[src/rtl/axi_pkg.sv]
// axi_pkg
//   Shared AXI3 definitions for the write-channel responder: burst and
//   response encodings, ID/LEN widths, the write-slave state enumeration,
//   and helpers for WRAP length legality and per-beat address stepping.
package axi_pkg;

    localparam int ID_W  = 4;
    localparam int LEN_W = 4;

    localparam logic [1:0] BURST_FIXED = 2'b00;
    localparam logic [1:0] BURST_INCR  = 2'b01;
    localparam logic [1:0] BURST_WRAP  = 2'b10;

    localparam logic [1:0] RESP_OKAY   = 2'b00;
    localparam logic [1:0] RESP_EXOKAY = 2'b01;
    localparam logic [1:0] RESP_SLVERR = 2'b10;
    localparam logic [1:0] RESP_DECERR = 2'b11;

    typedef enum logic [1:0] {
        IDLE = 2'd0,
        DATA = 2'd1,
        RESP = 2'd2
    } wr_state_e;

    // WRAP bursts must span 2, 4, 8 or 16 beats.
    function automatic logic wrap_len_ok(input logic [LEN_W-1:0] len);
        return (len == 4'd1) || (len == 4'd3) || (len == 4'd7) || (len == 4'd15);
    endfunction

    // Address of the beat following 'addr'. WRAP keeps the upper bits of the
    // aligned block and lets only the in-block offset roll over.
    function automatic logic [31:0] next_addr(input logic [31:0]      addr,
                                              input logic [LEN_W-1:0] len,
                                              input logic [2:0]       size,
                                              input logic [1:0]       burst);
        logic [31:0] step;
        logic [31:0] mask;
        step = 32'd1 << size;
        mask = (({{(32-LEN_W){1'b0}}, len} + 32'd1) << size) - 32'd1;
        case (burst)
            BURST_INCR: return addr + step;
            BURST_WRAP: return (addr & ~mask) | ((addr + step) & mask);
            default:    return addr;
        endcase
    endfunction

endpackage

[src/rtl/axi_write_slave_mem.sv]
// axi_write_slave_mem
//   DEPTH x BUSWIDTH word RAM with a byte-enabled write port and a registered
//   read port. Contents are not touched by reset; only the read register is.
//   A same-cycle read and write of one word returns the pre-write data.
// Ports:
//   i_clk       clock, rising edge
//   i_rst       synchronous active-high reset (read register only)
//   i_we        write enable
//   i_wr_idx    write word index
//   i_wr_data   write data
//   i_wr_strb   byte enables for the write
//   i_rd_idx    read word index
//   o_rd_data   registered read data, one-cycle latency
module axi_write_slave_mem #(
    parameter int BUSWIDTH = 32,
    parameter int DEPTH    = 64
) (
    input  logic                       i_clk,
    input  logic                       i_rst,
    input  logic                       i_we,
    input  logic [$clog2(DEPTH)-1:0]   i_wr_idx,
    input  logic [BUSWIDTH-1:0]        i_wr_data,
    input  logic [BUSWIDTH/8-1:0]      i_wr_strb,
    input  logic [$clog2(DEPTH)-1:0]   i_rd_idx,
    output logic [BUSWIDTH-1:0]        o_rd_data
);

    logic [BUSWIDTH-1:0] r_mem [DEPTH];
    logic [BUSWIDTH-1:0] r_rd_data;

    always_ff @(posedge i_clk) begin
        if (i_we) begin
            for (int b = 0; b < BUSWIDTH/8; b++) begin
                if (i_wr_strb[b]) begin
                    r_mem[i_wr_idx][b*8 +: 8] <= i_wr_data[b*8 +: 8];
                end
            end
        end
    end

    always_ff @(posedge i_clk) begin
        if (i_rst) begin
            r_rd_data <= '0;
        end else begin
            r_rd_data <= r_mem[i_rd_idx];
        end
    end

    assign o_rd_data = r_rd_data;

endmodule

[src/rtl/axi_write_slave.sv]
// axi_write_slave
//   AXI3 write-channel responder backed by a local word memory. Accepts one
//   address, consumes its W burst, returns one B response; one transaction
//   outstanding at a time. A registered read port exposes memory contents.
// Ports:
//   ACLK, ARESET                      clock / synchronous active-high reset
//   AW* (ID,ADDR,LEN,SIZE,BURST,...)  write address channel (LOCK/CACHE/PROT ignored)
//   W*  (ID,DATA,STRB,LAST,VALID)     write data channel, WREADY out
//   B*  (ID,RESP,VALID)               write response channel, BREADY in
//   rd_addr / rd_data                 device-side word read port, 1-cycle latency
//
//   state | meaning
//   IDLE  | AWREADY high, waiting for an address
//   DATA  | WREADY high, consuming beats of the burst
//   RESP  | BVALID high, holding BID/BRESP until BREADY
module axi_write_slave
    import axi_pkg::*;
#(
    parameter int          BUSWIDTH  = 32,
    parameter int          DEPTH     = 64,
    parameter logic [31:0] BASE_ADDR = 32'h0000_0000
) (
    input  logic                      ACLK,
    input  logic                      ARESET,
    input  logic [3:0]                AWID,
    input  logic [31:0]               AWADDR,
    input  logic [3:0]                AWLEN,
    input  logic [2:0]                AWSIZE,
    input  logic [1:0]                AWBURST,
    input  logic [1:0]                AWLOCK,
    input  logic [3:0]                AWCACHE,
    input  logic [2:0]                AWPROT,
    input  logic                      AWVALID,
    output logic                      AWREADY,
    input  logic [3:0]                WID,
    input  logic [BUSWIDTH-1:0]       WDATA,
    input  logic [BUSWIDTH/8-1:0]     WSTRB,
    input  logic                      WLAST,
    input  logic                      WVALID,
    output logic                      WREADY,
    output logic [3:0]                BID,
    output logic [1:0]                BRESP,
    output logic                      BVALID,
    input  logic                      BREADY,
    input  logic [$clog2(DEPTH)-1:0]  rd_addr,
    output logic [BUSWIDTH-1:0]       rd_data
);

    localparam int          IDX_W     = $clog2(DEPTH);
    localparam logic [31:0] MEM_BYTES = 32'(DEPTH * 4);

    wr_state_e          r_state;
    logic               r_awready;
    logic               r_wready;
    logic               r_bvalid;
    logic [ID_W-1:0]    r_bid;
    logic [1:0]         r_bresp;
    logic [ID_W-1:0]    r_id;
    logic [31:0]        r_addr;
    logic [LEN_W-1:0]   r_len;
    logic [2:0]         r_size;
    logic [1:0]         r_burst;
    logic [LEN_W-1:0]   r_beat;
    logic               r_err;
    logic               r_burst_err;

    logic [31:0]        w_offset;
    logic               w_in_range;
    logic [IDX_W-1:0]   w_word_idx;
    logic               w_beat_fire;
    logic               w_beat_err;
    logic               w_final_beat;
    logic               w_err_next;
    logic               w_we;
    logic               w_aw_burst_err;
    logic               w_unused;

    // Exclusive access is treated as a normal write (no monitor), so the
    // sideband attributes carry no meaning here.
    assign w_unused = ^{AWLOCK, AWCACHE, AWPROT};

    assign w_aw_burst_err = (AWSIZE > 3'd2) ||
                            (AWBURST == 2'b11) ||
                            ((AWBURST == BURST_WRAP) && !wrap_len_ok(AWLEN));

    // Unsigned offset: addresses below BASE_ADDR wrap to large values and
    // fall out of range along with those above the window.
    assign w_offset     = r_addr - BASE_ADDR;
    assign w_in_range   = (w_offset < MEM_BYTES);
    assign w_word_idx   = w_offset[IDX_W+1:2];

    assign w_beat_fire  = WVALID && r_wready;
    assign w_beat_err   = !w_in_range || (WID != r_id);
    assign w_final_beat = (r_beat == r_len);
    assign w_err_next   = r_err || r_burst_err || w_beat_err || (WLAST != w_final_beat);
    assign w_we         = w_beat_fire && !w_beat_err && !r_burst_err;

    always_ff @(posedge ACLK) begin
        if (ARESET) begin
            r_state     <= IDLE;
            r_awready   <= 1'b0;
            r_wready    <= 1'b0;
            r_bvalid    <= 1'b0;
            r_bid       <= '0;
            r_bresp     <= RESP_OKAY;
            r_id        <= '0;
            r_addr      <= '0;
            r_len       <= '0;
            r_size      <= '0;
            r_burst     <= '0;
            r_beat      <= '0;
            r_err       <= 1'b0;
            r_burst_err <= 1'b0;
        end else begin
            case (r_state)
                IDLE: begin
                    r_awready <= 1'b1;
                    r_wready  <= 1'b0;
                    if (AWVALID && r_awready) begin
                        r_id        <= AWID;
                        r_addr      <= AWADDR;
                        r_len       <= AWLEN;
                        r_size      <= AWSIZE;
                        r_burst     <= AWBURST;
                        r_beat      <= '0;
                        r_err       <= 1'b0;
                        r_burst_err <= w_aw_burst_err;
                        r_awready   <= 1'b0;
                        r_wready    <= 1'b1;
                        r_state     <= DATA;
                    end
                end
                DATA: begin
                    if (w_beat_fire) begin
                        r_addr <= next_addr(r_addr, r_len, r_size, r_burst);
                        r_beat <= r_beat + 1'b1;
                        r_err  <= w_err_next;
                        if (WLAST || w_final_beat) begin
                            r_wready <= 1'b0;
                            r_bvalid <= 1'b1;
                            r_bid    <= r_id;
                            r_bresp  <= w_err_next ? RESP_SLVERR : RESP_OKAY;
                            r_state  <= RESP;
                        end
                    end
                end
                RESP: begin
                    // AWREADY stays low this cycle; IDLE raises it next cycle.
                    if (r_bvalid && BREADY) begin
                        r_bvalid <= 1'b0;
                        r_state  <= IDLE;
                    end
                end
                default: begin
                    r_state   <= IDLE;
                    r_awready <= 1'b0;
                    r_wready  <= 1'b0;
                    r_bvalid  <= 1'b0;
                end
            endcase
        end
    end

    assign AWREADY = r_awready;
    assign WREADY  = r_wready;
    assign BVALID  = r_bvalid;
    assign BID     = r_bid;
    assign BRESP   = r_bresp;

    axi_write_slave_mem #(
        .BUSWIDTH (BUSWIDTH),
        .DEPTH    (DEPTH)
    ) u_mem (
        .i_clk     (ACLK),
        .i_rst     (ARESET),
        .i_we      (w_we),
        .i_wr_idx  (w_word_idx),
        .i_wr_data (WDATA),
        .i_wr_strb (WSTRB),
        .i_rd_idx  (rd_addr),
        .o_rd_data (rd_data)
    );

endmodule

[config.mk]
export PLATFORM = sky130hd
export DESIGN_NAME = axi_write_slave
export DESIGN_NICKNAME = d
export VERILOG_FILES = /design/src/rtl/axi_pkg.sv /design/src/rtl/axi_write_slave_mem.sv /design/src/rtl/axi_write_slave.sv
export SDC_FILE = /design/constraint.sdc
export NUM_CORES = 2
export LEC_CHECK = 0
export ABC_CLOCK_PERIOD_IN_PS = 3200
export CORE_ASPECT_RATIO = 0.6
export CORE_MARGIN = 2
export CORE_UTILIZATION = 50
export CTS_CLUSTER_DIAMETER = 80
export DETAILED_ROUTE_END_ITERATION = 16
export PLACE_DENSITY = 0.69
export SYNTH_ARGS = -nofsm -noshare
export SYNTH_HDL_FRONTEND = slang
export SYNTH_HIERARCHICAL = 1
export SYNTH_SLANG_ARGS = --single-unit
[constraint.sdc]
create_clock -name ACLK -period 3.2 [get_ports ACLK]
set_input_delay 0.64 -clock ACLK [delete_from_list [all_inputs] [get_ports ACLK]]
set_output_delay 0.64 -clock ACLK [all_outputs]
set_load 0.01 [all_outputs]
==> impl_summary.txt <==
----------------------------------------------------
[Pwr]
  Pwr dens ... between 500 and 600 nW/um^2
  Worst VDD drop ... approximately 0.55 mV
  Total power after layout ... 59.5 mW
  Total leakage power ... roughly 33 nW

[Global routing]
  Aggregate global-route resource usage ... 27.5%
  Overall overflow remaining after global route ... 0
  Vias in the first global route ... 45,700
  Wire length of the first global-routing pass ... 340,000 um
  Largest net degree at the start of global routing ... 65
  Number of antenna violations at the first check in global routing ... 10

[Layout]
  Most frequent cells in the layout ... 2,048 x sky130_fd_sc_hd__edfxtp_1, 593 x sky130_fd_sc_hd__buf_4, 473 x sky130_fd_sc_hd__mux4_2, 319 x sky130_fd_sc_hd__nor2_1, 199 x sky130_fd_sc_hd__clkbuf_16
  Most frequent standard cell in the layout excluding fill and tap cells ... sky130_fd_sc_hd__edfxtp_1
  Number of nets in the layout ... approximately 5,200
  Synthesis-to-finish area growth ... 16.8%
  Share of final-layout standard cells stronger than drive strength 1 ... 29.2%

[Timing]
  Final worst-path setup slack ... 0.110 ns
  Skew final ... 0.0440 ns
  Hold slack ... 0.0660 ns
  Final worst path period need ... approximately 3.1 ns
  Fraction of the cycle the final worst path needs ... 96.6%
  Setup repair after global routing missed its margin ... yes
  Final Hold Violating Endpoints ... 0
  Timing-limited maximum frequency ... 0.324 GHz
  Transition time of the tightest slew-check pin ... 1.22 ns
  Number of max-slew violations in the final report ... 0
  Number of setup violations in the final report ... 0
  Worst relative slew slack ... 18.2%

[Critical path]
  Worst-case register-to-register setup slack ... roughly 0.11 ns
  Arrival time at the worst endpoint ... 3.80 ns
  Cell at the slowest stage of the critical path ... sky130_fd_sc_hd__a211o_1
  Worst path bufs/invs ... 0
  Slowest stage delay, CP ... 0.34 ns
  Max FO, Critical Path ... 6
  Critical path type ... register to register
  WP data required ... 3.91 ns
  Category of cells accounting for the largest share of critical-path delay ... compound AO/OA/AOI/OAI gates
  Critical path, cell by cell ... ha_2, and4_4, a211o_1, a211oi_4, and4_1, nand3_1, a21oi_1, ha_1, a221oi_4, o21ai_0, a2bb2oi_1, nor2_1
  Source of the worst register-to-register timing path ... r_len[1]
  Cell count of the worst reg-to-reg path ... 12
  Type of element capturing the critical path ... register
  Sort of element at the start of the critical path ... register

[Detailed routing]
  Mean number of vias per cell ... around 6.4
  Via count ... slightly below 50,000
  Final WL ... 242,000 um
  Number of nets still failing antenna checks after routing ... 0
  Remaining DRCs ... 0
  Wire length per cell after detailed routing ... between 30 and 40 um
  Number of DRC markers after the initial detailed-route iteration ... 8,179
  Pre-antenna DRT Iters ... 10

[Clocking]
  Clock slew at reported path FFs ... about 0.070 ns
  CTS root buffer ... sky130_fd_sc_hd__clkbuf_16
  Largest buffer count on any clock path ... 4
  H-tree level count ... 4
  Number of sinks on the clock net ... 2,141
  CTS tree ... yes
  Hold buffer count at CTS ... 0
  Later-pin clock latency in the skew report ... 0.84 ns
  Number of buffers created by CTS ... 195

[Place]
  Routability-driven placement congestion ratio ... 0.914
  Number of port buffers ... 136
  Sum of net half-perimeters after detailed placement ... 161,000 um
  Pre-CTS setup slack ... -0.0999 ns

[Synth]
  Number of warnings reported in the yosys synthesis log ... 6
  Synthesized net count ... 4,502
  Number of flip-flops and latches in the synthesized netlist ... between 2,000 and 2,500
  Share of flip-flops with an asynchronous set or reset ... 0%
  Unique masters post-synth ... 97
  Number of cells produced by synthesis ... 4,379
  Post-Synthesis Mean Instance Area ... 19.5 um^2
  Summed instance area of the synthesized netlist ... about 86,000 um^2
  Flip-flop cell with the highest count after synthesis ... sky130_fd_sc_hd__edfxtp_1
  Sequential-to-total area share from yosys stat ... 74.0%
  Number of enable-type register cells in the synthesized netlist ... 2,048

[Floorplanning]
  Ports placed on the boundary ... between 100 and 150
  DIE AREA ... between 150,000 and 200,000 um^2
  Effective utilization at floorplan ... 50.4%
  Width of the die ... between 500 and 600 um
  Die height ... ~320 um
  Area of the placeable core ... 170,000 um^2
  Standard-cell row count ... around 120

[Run status]
  Outcome ... completed

[Run]
  Number of maximum-capacitance constraint violations ... 0

[Min path]
  Number of cells on the worst hold path ... 1
  Worst hold path endpoint ... u_mem/r_mem[5][18]
  Path class of the lowest-slack min-delay path ... input pin to register
  Min-delay src ... WDATA[18]

----------------------------------------------------
## registers in the layout (all words and copies together) (netlist names), 2 cells and up, named ones only
signal / count
BID: 4
r_burst: 2
r_beat: 4
r_size: 3
u_mem/o_rd_data: 32
u_mem/r_mem: 2048
r_id: 4
r_len: 4
r_state: 2
## stage by stage
step	utilization (%)	TNS, ns	cells	area [um^2]
6_report	58.8	0	7516	99900
3_3_place_gp	55.2	0	7156	93700
2_1_floorplan	-	0	4379	85600
3_5_place_dp	55.2	-0.0999	7156	93700
4_1_cts	58.8	0	7503	99800
5_1_grt	58.8	-0.0701	7504	99900
## how the worst max path moves through the flow
stage,start,endpoint,slack (ns),cells past startpoint
after global routing,r_size[2],register,-0.04,12
after CTS,r_len[0],register,0.04,12
after detailed placement,rd_addr[2],u_mem/o_rd_data[10],-0.1,7
after global placement,r_len[0],register,0.02,12
after floorplan,r_size[1],register,0.03,14
final,r_len[1],register,0.11,12
## synth_stat cells, types with 20 or more instances
master | number | area share, %
sky130_fd_sc_hd__mux4_1 | 36 | 1.1
sky130_fd_sc_hd__a211oi_1 | 46 | 0.40
sky130_fd_sc_hd__nand2b_1 | 22 | 0.16
sky130_fd_sc_hd__nand3_1 | 43 | 0.25
sky130_fd_sc_hd__buf_2 | 49 | 0.29
sky130_fd_sc_hd__mux4_2 | 473 | 12
sky130_fd_sc_hd__dfxtp_1 | 93 | 2.2
sky130_fd_sc_hd__mux2_2 | 34 | 0.45
sky130_fd_sc_hd__a31oi_1 | 28 | 0.20
sky130_fd_sc_hd__nor3_1 | 24 | 0.14
sky130_fd_sc_hd__nand2_1 | 198 | 0.87
sky130_fd_sc_hd__nor2_1 | 324 | 1.4
sky130_fd_sc_hd__buf_6 | 20 | 0.26
sky130_fd_sc_hd__a22oi_1 | 82 | 0.72
sky130_fd_sc_hd__a21oi_1 | 97 | 0.57
sky130_fd_sc_hd__edfxtp_1 | 2048 | 72
sky130_fd_sc_hd__buf_4 | 42 | 0.37
sky130_fd_sc_hd__mux2i_1 | 142 | 1.7
sky130_fd_sc_hd__nor2b_1 | 52 | 0.38
sky130_fd_sc_hd__o21ai_0 | 48 | 0.28
sky130_fd_sc_hd__clkbuf_1 | 130 | 0.57
## cell type report
cell class | count | area [um^2]
flip-flops and latches | 2141 | 63400
clock buffers | 258 | 5310
diodes | 12 | 30.0
well taps | 2261 | 2830
multi-input cells | 1953 | 20700
inverters | 17 | 63.8
clock inverters | 89 | 786
repair buffers | 785 | 6800
fillers | 12200 | 69900
## where the power goes
group	switching, mW	internal, mW
clock	10.1	12.6
combinational	3.46	2.11
sequential	0.339	30.9
## cells by family (layout without fill, tap and decap cells)
family	count (synthesis)	after routing	share of synthesized area, %
AOI/OAI and AO/OA	475	475	3.97
xor gates and xnor gates	16	16	0.173
adders and majority gates	17	17	0.257
buffers and inverters	285	1149	1.87
DFF	2141	2141	74.0
muxes	685	685	15.7
other	1	13	0.00438
and+or+nand+nor	759	759	4.03
## what timing repair did
item                                    in CTS  in global routing
resized for setup                            2                 16
setup buffers                                0                  1
pin swaps                                    0                  3
endpoints found under the setup margin       1                  9
## routing by layer
layer  vias up  share of wire [%]  track usage, %
met3       393                 14            9.95
li1      19500                  -               -
met1     25100                 40            41.2
met2      3174                 43            38.1
met4        12                2.8            7.24
met5         -               0.10           0.274
No activity file was read; power rests on OpenSTA's default activity.
